File: config.mk
export PLATFORM = sky130hd
export DESIGN_NAME = serial_chunk_adder
export DESIGN_NICKNAME = d
export VERILOG_FILES = /design/src/rtl/serial_chunk_adder.sv
export SDC_FILE = /design/constraint.sdc
export NUM_CORES = 1
export LEC_CHECK = 0
export ABC_AREA = 1
export BUFFER_PORTS_ARGS = -buffer_cell sky130_fd_sc_hd__buf_2
export CORE_ASPECT_RATIO = 1.2
export CORE_MARGIN = 4
export CORE_UTILIZATION = 54
export DETAILED_ROUTE_END_ITERATION = 16
export PLACE_DENSITY = 0.77
export SLEW_MARGIN = 20
export SYNTH_ARGS = -nofsm -noshare
export SYNTH_HDL_FRONTEND = slang
export SYNTH_SLANG_ARGS = --single-unit
File: constraint.sdc
create_clock -name i_clk -period 1.8 [get_ports i_clk]
set_input_delay 0.18 -clock i_clk [delete_from_list [all_inputs] [get_ports i_clk]]
set_output_delay 0.18 -clock i_clk [all_outputs]
set_load 0.05 [all_outputs]
File: src/rtl/serial_chunk_adder.sv
// serial_chunk_adder: N-bit adder that adds K bits per clock through a
// registered ripple carry, with a start/busy/done handshake.
// Optional subtract support is enabled by defining SERIAL_ADDER_SUB_EN.
module serial_chunk_adder #(
  parameter int unsigned N = 8,
  parameter int unsigned K = 2
) (
  input  logic         i_clk,
  input  logic         i_rst_n,
  input  logic         i_start,
  input  logic [N-1:0] i_a,
  input  logic [N-1:0] i_b,
  input  logic         i_cin,
`ifdef SERIAL_ADDER_SUB_EN
  input  logic         i_sub,
`endif
  output logic         o_busy,
  output logic         o_done,
  output logic [N-1:0] o_s,
  output logic         o_cout,
  output logic         o_ovf
);

  localparam int unsigned CHUNKS = N / K;
  localparam int unsigned CNT_W  = $clog2(CHUNKS + 1);
  localparam int unsigned SUM_W  = K + 1;

  typedef enum logic [1:0] {S_IDLE, S_BUSY, S_DONE} state_t;

  state_t             r_state;
  state_t             w_next;
  logic               w_accept;
  logic               w_last;

  logic [N-1:0]       r_a;
  logic [N-1:0]       r_b;
  logic [N-1:0]       r_psum;
  logic               r_carry;
  logic [CNT_W-1:0]   r_cnt;
  logic               r_am;
  logic               r_bm;
  logic               r_busy;
  logic               r_done;
  logic [N-1:0]       r_s;
  logic               r_cout;
  logic               r_ovf;

  logic [N-1:0]       w_b_in;
  logic               w_c_in;
  logic [SUM_W-1:0]   w_chunk_sum;
  logic [N-1:0]       w_psum_next;

  // Operand B / carry-in as seen by the datapath (inverted B and forced carry when subtracting)
`ifdef SERIAL_ADDER_SUB_EN
  assign w_b_in = i_sub ? ~i_b : i_b;
  assign w_c_in = i_sub ? 1'b1 : i_cin;
`else
  assign w_b_in = i_b;
  assign w_c_in = i_cin;
`endif

  // One K-bit chunk addition and the partial sum with the new chunk shifted in at the top
  always_comb begin
    w_chunk_sum = SUM_W'(r_a[K-1:0]) + SUM_W'(r_b[K-1:0]) + SUM_W'(r_carry);
    w_psum_next = N'({w_chunk_sum[K-1:0], r_psum} >> K);
  end

  // State register
  always_ff @(posedge i_clk) begin
    if (!i_rst_n) r_state <= S_IDLE;
    else          r_state <= w_next;
  end

  // Next-state logic and accept/last-chunk strobes
  always_comb begin
    w_next   = r_state;
    w_accept = 1'b0;
    w_last   = 1'b0;
    case (r_state)
      S_IDLE: begin
        if (i_start) begin
          w_accept = 1'b1;
          w_next   = S_BUSY;
        end
      end
      S_BUSY: begin
        if (r_cnt == CNT_W'(CHUNKS - 1)) begin
          w_last = 1'b1;
          w_next = S_DONE;
        end
      end
      S_DONE: begin
        if (i_start) begin
          w_accept = 1'b1;
          w_next   = S_BUSY;
        end else begin
          w_next = S_IDLE;
        end
      end
      default: w_next = S_IDLE;
    endcase
  end

  // Datapath: operand capture, chunk shifting, carry ripple and result registers
  always_ff @(posedge i_clk) begin
    if (!i_rst_n) begin
      r_a     <= '0;
      r_b     <= '0;
      r_psum  <= '0;
      r_carry <= 1'b0;
      r_cnt   <= '0;
      r_am    <= 1'b0;
      r_bm    <= 1'b0;
      r_busy  <= 1'b0;
      r_done  <= 1'b0;
      r_s     <= '0;
      r_cout  <= 1'b0;
      r_ovf   <= 1'b0;
    end else begin
      r_busy <= (w_next == S_BUSY);
      r_done <= (w_next == S_DONE);
      if (w_accept) begin
        r_a     <= i_a;
        r_b     <= w_b_in;
        r_carry <= w_c_in;
        r_am    <= i_a[N-1];
        r_bm    <= w_b_in[N-1];
        r_cnt   <= '0;
        r_psum  <= '0;
      end else if (r_state == S_BUSY) begin
        r_a     <= r_a >> K;
        r_b     <= r_b >> K;
        r_carry <= w_chunk_sum[K];
        r_cnt   <= r_cnt + CNT_W'(1);
        r_psum  <= w_psum_next;
        if (w_last) begin
          r_s    <= w_psum_next;
          r_cout <= w_chunk_sum[K];
          r_ovf  <= (r_am == r_bm) && (w_psum_next[N-1] != r_am);
        end
      end
    end
  end

  assign o_busy = r_busy;
  assign o_done = r_done;
  assign o_s    = r_s;
  assign o_cout = r_cout;
  assign o_ovf  = r_ovf;

endmodule

* After elaboration in Yosys (flattened, before gate mapping)
Cells that the tools add are included.
** Storage, ports and cells
- Register bits after elaboration :: 44
- Input port bits :: 20
- Output and inout port bits :: 12
- Logic and storage cells :: 45
** Operators by class
- $add $sub $neg :: 3
- Equal/unequal tests :: 7
- Multiplexer cells :: 14
- Bitwise gates (word level) :: 2
- Reductions and logical operators :: 6
** Operators with widths (number)
- $mux 8 :: 4
- $mux 1 :: 7
- $pmux 2 s3 :: 1
- $eq 2x1->1 const B :: 2
- $eq 2x2->1 const B :: 2
- $mux 2 :: 2
- $reduce_or 2->1 :: 2
- $add 2x2->3 :: 1
- $add 3x1->3 :: 1
- $add 3x1->3 const B :: 1
- $eq 3x2->1 const B :: 1
- $reduce_and 3->1 :: 1
- $logic_not 2->1 :: 1
- $not 1->1 :: 2
- $reduce_bool 2->1 :: 1
- $eq 1x1->1 :: 1
- $logic_and 1x1->1 :: 1
- $ne 1x1->1 :: 1

* Depth between registers and ports, before layout
- Depth after elaboration :: 5
- Mapped depth :: 8
- Mapped depth without buffers :: 8

* Worst setup path before layout
Ideal clock, no wire load.
- Kind :: reg2reg
- Start point :: register r_a[0]
- End point :: register r_ovf (netlist: o_ovf)
- Setup time :: 0.110 ns
- Arrival :: 1.564 ns
- Data required time :: 1.690 ns
- Slack :: 0.125 ns
- Cell stages (with the launch flop) :: 9
- Path buffers :: 0
- Period minus slack after synthesis :: 1.675 ns
- Cell sequence :: dfxtp_1 -> inv_1 -> fa_1 -> fa_1 -> inv_1 -> nand3_1 -> nand3_1 -> nand3_1 -> inv_1
** Between the ends
- Word-level cells in the longest chain between the ends :: 4
** RTL lines
- from (decl) :: line 35 : logic [N-1:0] r_a;
- from (signal assigned) :: line 123 : r_a <= i_a;
- from (signal assigned) :: line 131 : r_a <= r_a >> K;
- $add 2x2->3 :: line 64 : w_chunk_sum = SUM_W'(r_a[K-1:0]) + SUM_W'(r_b[K-1:0]) + SUM_W'(r_carry);
- $add 3x1->3 :: line 64
- $ne 1x1->1 :: line 139 : r_ovf <= (r_am == r_bm) && (w_psum_next[N-1] != r_am);
- $logic_and 1x1->1 :: line 139
- to (signal assigned) :: line 139
- to (decl) :: line 46 : logic r_ovf;
No other way between the ends.
A chain may end at the register's enable or synchronous reset.

* Final worst setup path
- Start point :: register r_carry
- End point :: register r_ovf (netlist: o_ovf)
** Between the ends
- Word-level cells in the longest chain between the ends :: 3
** RTL lines
- from (decl) :: line 38 : logic r_carry;
- from (signal assigned) :: line 125 : r_carry <= w_c_in;
- from (signal assigned) :: line 133 : r_carry <= w_chunk_sum[K];
- $add 3x1->3 :: line 64
- $ne 1x1->1 :: line 139
- $logic_and 1x1->1 :: line 139
No other way between the ends.

==> impl_summary.log <==
INFO  metric first_pass_iters = 4
INFO  metric startpoint = r_carry
INFO  metric cts_root_buffer = sky130_fd_sc_hd__clkbuf_8
INFO  metric cts_buffers = 5
INFO  metric port_buffers = 31
INFO  metric min_from = i_a[6]
INFO  metric placeableCoreArea = 3310 um2
INFO  metric num_vias = roughly 1600
INFO  metric clk-insertion-delay-late = about 0.29 ns
INFO  metric ctsHoldBuffers = 0
INFO  metric tritoncts_clock_tree = yes
INFO  metric syn_area_per_cell = about 7.7 um2
INFO  metric timing.setup.critical_path_class = flop to flop
INFO  metric final_nets = 297
INFO  metric synthToLayoutAreaGrowth = 13.1%
INFO  metric antenna_found_initial = 0
INFO  metric synthTopCellsByArea = sky130_fd_sc_hd__dfxtp_1 45%, sky130_fd_sc_hd__nand3_1 7.6%, sky130_fd_sc_hd__inv_1 6.9%
INFO  metric numPlacedInstances = between 300 and 400
INFO  metric synth_enable_flop_cells = 0
INFO  metric reg2reg_from = r_carry
INFO  metric routed_wl = approximately 3700 um
INFO  metric yosysTopAreaCellShare = 0.455
INFO  metric final.period_utilization = 0.960
INFO  metric hold_violations = 0
INFO  metric placementRows = 23
INFO  metric cts_post_setup_buffers_inserted = 0
INFO  metric report.power.total = roughly 1800 uW
INFO  metric final_setup_skew = around 0.0034 ns
INFO  metric sort_of_element_at_the_start_of_the_critical_path = flop
INFO  metric clock_tree.buffer_depth = 2
INFO  metric worstPathArrival = around 1.9 ns
INFO  metric wl_per_cell = 12.0 um
INFO  metric vias_in_the_first_global_route = 1431
INFO  metric viasPerCell = around 5
INFO  metric syn_area = approximately 1800 um2
INFO  metric layout.filler_cells = about 300
INFO  metric grt.met3_usage = 0.0552
INFO  metric post_cts_resized = 0
INFO  metric cpPeakStageDelay = 0.58 ns
INFO  metric drive_above_1_share = 0.249
INFO  metric holdCritPathClass = input port to flop
INFO  metric drt_first_iter_violations = 50
INFO  metric floorplan_die_area = ~4400 um2
INFO  metric ys_dominant_reg_cell = sky130_fd_sc_hd__dfxtp_1
INFO  metric drt_drc_violations_left = 0
INFO  metric max_slew_headroom = 0.767
INFO  metric synth_seq_area_share = 0.455
INFO  metric globalRouteTotalUtil = 0.187
INFO  metric grt_max_degree = 23
INFO  metric grt-ovfl-total = 0
INFO  metric antenna_cells = 0
INFO  metric die_height = roughly 72 um
INFO  metric maxCapViolations = 0
INFO  metric series_of_cell_instances_along_the_critical_path = inv_2 -> fa_2 -> fa_2 -> inv_2 -> nand3_2 -> nand3_1 -> nand3_1 -> inv_1
INFO  metric mappedNetlistNets = between 200 and 300
INFO  metric grt_use_met2 = 0.315
INFO  metric post_synth_inst_count = 239
INFO  metric critPathSlowestCell = sky130_fd_sc_hd__fa_2
INFO  metric setup_total_negative_slack = 0 ns
INFO  metric fp.dieW = 61.4 um
INFO  metric slew_viol_final = 0
INFO  metric setup-violations-final = 0
INFO  metric busiest_layer = met2
INFO  metric async_flop_share = 0
INFO  metric cts_h_tree_depth = 2
INFO  metric globalRouteMet1Util = 0.218
INFO  metric synth.distinct_cells = 26
INFO  metric hpwlAfterDp = 2710 um
INFO  metric drtAntennaViolNets = 0
INFO  metric initial_core_util = 0.559
INFO  metric tightest_slew = between 0.3 and 0.4 ns
INFO  metric top_level_ports = 32
INFO  metric power_leakage = ~0.0011 uW
INFO  metric upper_clock_frequency_limit = 0.579 GHz
INFO  metric yosysWarningCount = 0
INFO  metric status = finished clean
INFO  metric numClockSinks = 42
INFO  metric final_cell_count_no_fill = 310
INFO  metric layout_min_cycle_time = roughly 1.7 ns
INFO  metric cellPowerDensity = slightly below 900 nW/um2
INFO  metric worst-path-max-fanout = 3
INFO  metric endpoint_kind = flop
INFO  metric synth-seq-cells = 42
INFO  metric synth_top_cell_by_area = sky130_fd_sc_hd__dfxtp_1
INFO  metric gp_congestion = ~0.8
INFO  metric grt_pass1_wl = between 6000 and 7000 um
INFO  metric worst_ir_drop_vdd = roughly 0.69 mV
INFO  metric critical_path_required = 2.00 ns
INFO  metric clkSlewWorstSetupHoldPaths = ~0.070 ns
-- placed cells by master (no fill, tap or decap), drive strengths merged, types with 3 or more instances in the layout --
| cell | instances |
|---|---|
| nand2 | 41 |
| clkinv | 3 |
| nand3 | 28 |
| o21ai | 21 |
| inv | 40 |
| clkbuf | 5 |
| nor2 | 32 |
| buf | 35 |
| a21oi | 18 |
| dfxtp | 42 |
-- flip-flops by register name, summed over array words and instances, names as in the netlist --
name,count
r_am,1
r_carry,1
o_ovf,1
r_b,8
o_s,8
o_busy,1
r_a,8
r_state,2
o_cout,1
r_bm,1
o_done,1
r_cnt,3
r_psum,6
-- final timing paths --
kind | to | slack [ns] | cells past startpoint
max reg2reg | o_ovf | 0.07 | 8
min | r_a[6] | 0.11 | 3
max | o_ovf | 0.07 | 8
min reg2reg | r_psum[2] | 0.47 | 2
-- layer usage --
metal	up-vias	part of all wire
met5	-	0
met4	0	0.016
met3	5	0.053
met2	45	0.50
met1	721	0.43
li1	815	-
-- synthesized netlist by cell type, types with 3 or more instances --
master                    instances
sky130_fd_sc_hd__nand2_1         33
sky130_fd_sc_hd__o21ai_1          3
sky130_fd_sc_hd__nand2_2          4
sky130_fd_sc_hd__inv_2            5
sky130_fd_sc_hd__inv_1           34
sky130_fd_sc_hd__dfxtp_1         42
sky130_fd_sc_hd__nand3_1         28
sky130_fd_sc_hd__nor2_1          30
sky130_fd_sc_hd__a21oi_1         18
sky130_fd_sc_hd__o21ai_0         16
sky130_fd_sc_hd__nand2_4          4
sky130_fd_sc_hd__buf_6            4
-- kinds of logic (layout without fill, tap and decap cells) --
family	Yosys count	in the layout	share of synthesized area
compound gates	40	40	0.113
xor+xnor	1	1	0.00474
fa+ha+maj	4	4	0.0352
buf+inv	49	83	0.129
flops	42	42	0.455
simple gates	103	103	0.264
-- power by group --
group	internal, uW	switching (uW)	total (uW)
combinational	96.3	166	262
clock	260	306	566
sequential	977	27.0	1000
-- stage by stage --
step | util | hold slack, ns | worst slack, ns | instance area (um2)
6_report | 0.632 | 0.105 | 0.0724 | 2090
5_1_grt | 0.632 | 0.129 | -0.0119 | 2090
4_1_cts | 0.628 | 0.0987 | 0.0215 | 2080
3_5_place_dp | 0.604 | 0.410 | 0.0359 | 2000
3_3_place_gp | 0.604 | 0.407 | 0.0807 | 2000
2_1_floorplan | - | 0.315 | 0.125 | 1850
-- critical path: cells and delay by family, from the launching register on --
family | cells | cell delay, ns
and+or+nand+nor | 3 | 0.20
DFF | 1 | 0.33
buffers and inverters | 3 | 0.13
adders and majority gates | 2 | 0.97
-- final cells by class --
| class | instances | area [um2] | area share |
|---|---|---|---|
| sequential | 42 | 843 | 0.403 |
| clock buffer | 5 | 68.8 | 0.0329 |
| timing repair buffer | 35 | 185 | 0.0886 |
| tap | 37 | 46.3 | 0.0221 |
| clock inverter | 2 | 10.0 | 0.00479 |
| multi-input combinational | 148 | 781 | 0.373 |
| inverter | 41 | 156 | 0.0748 |
Power figures use the tool's default switching activity.
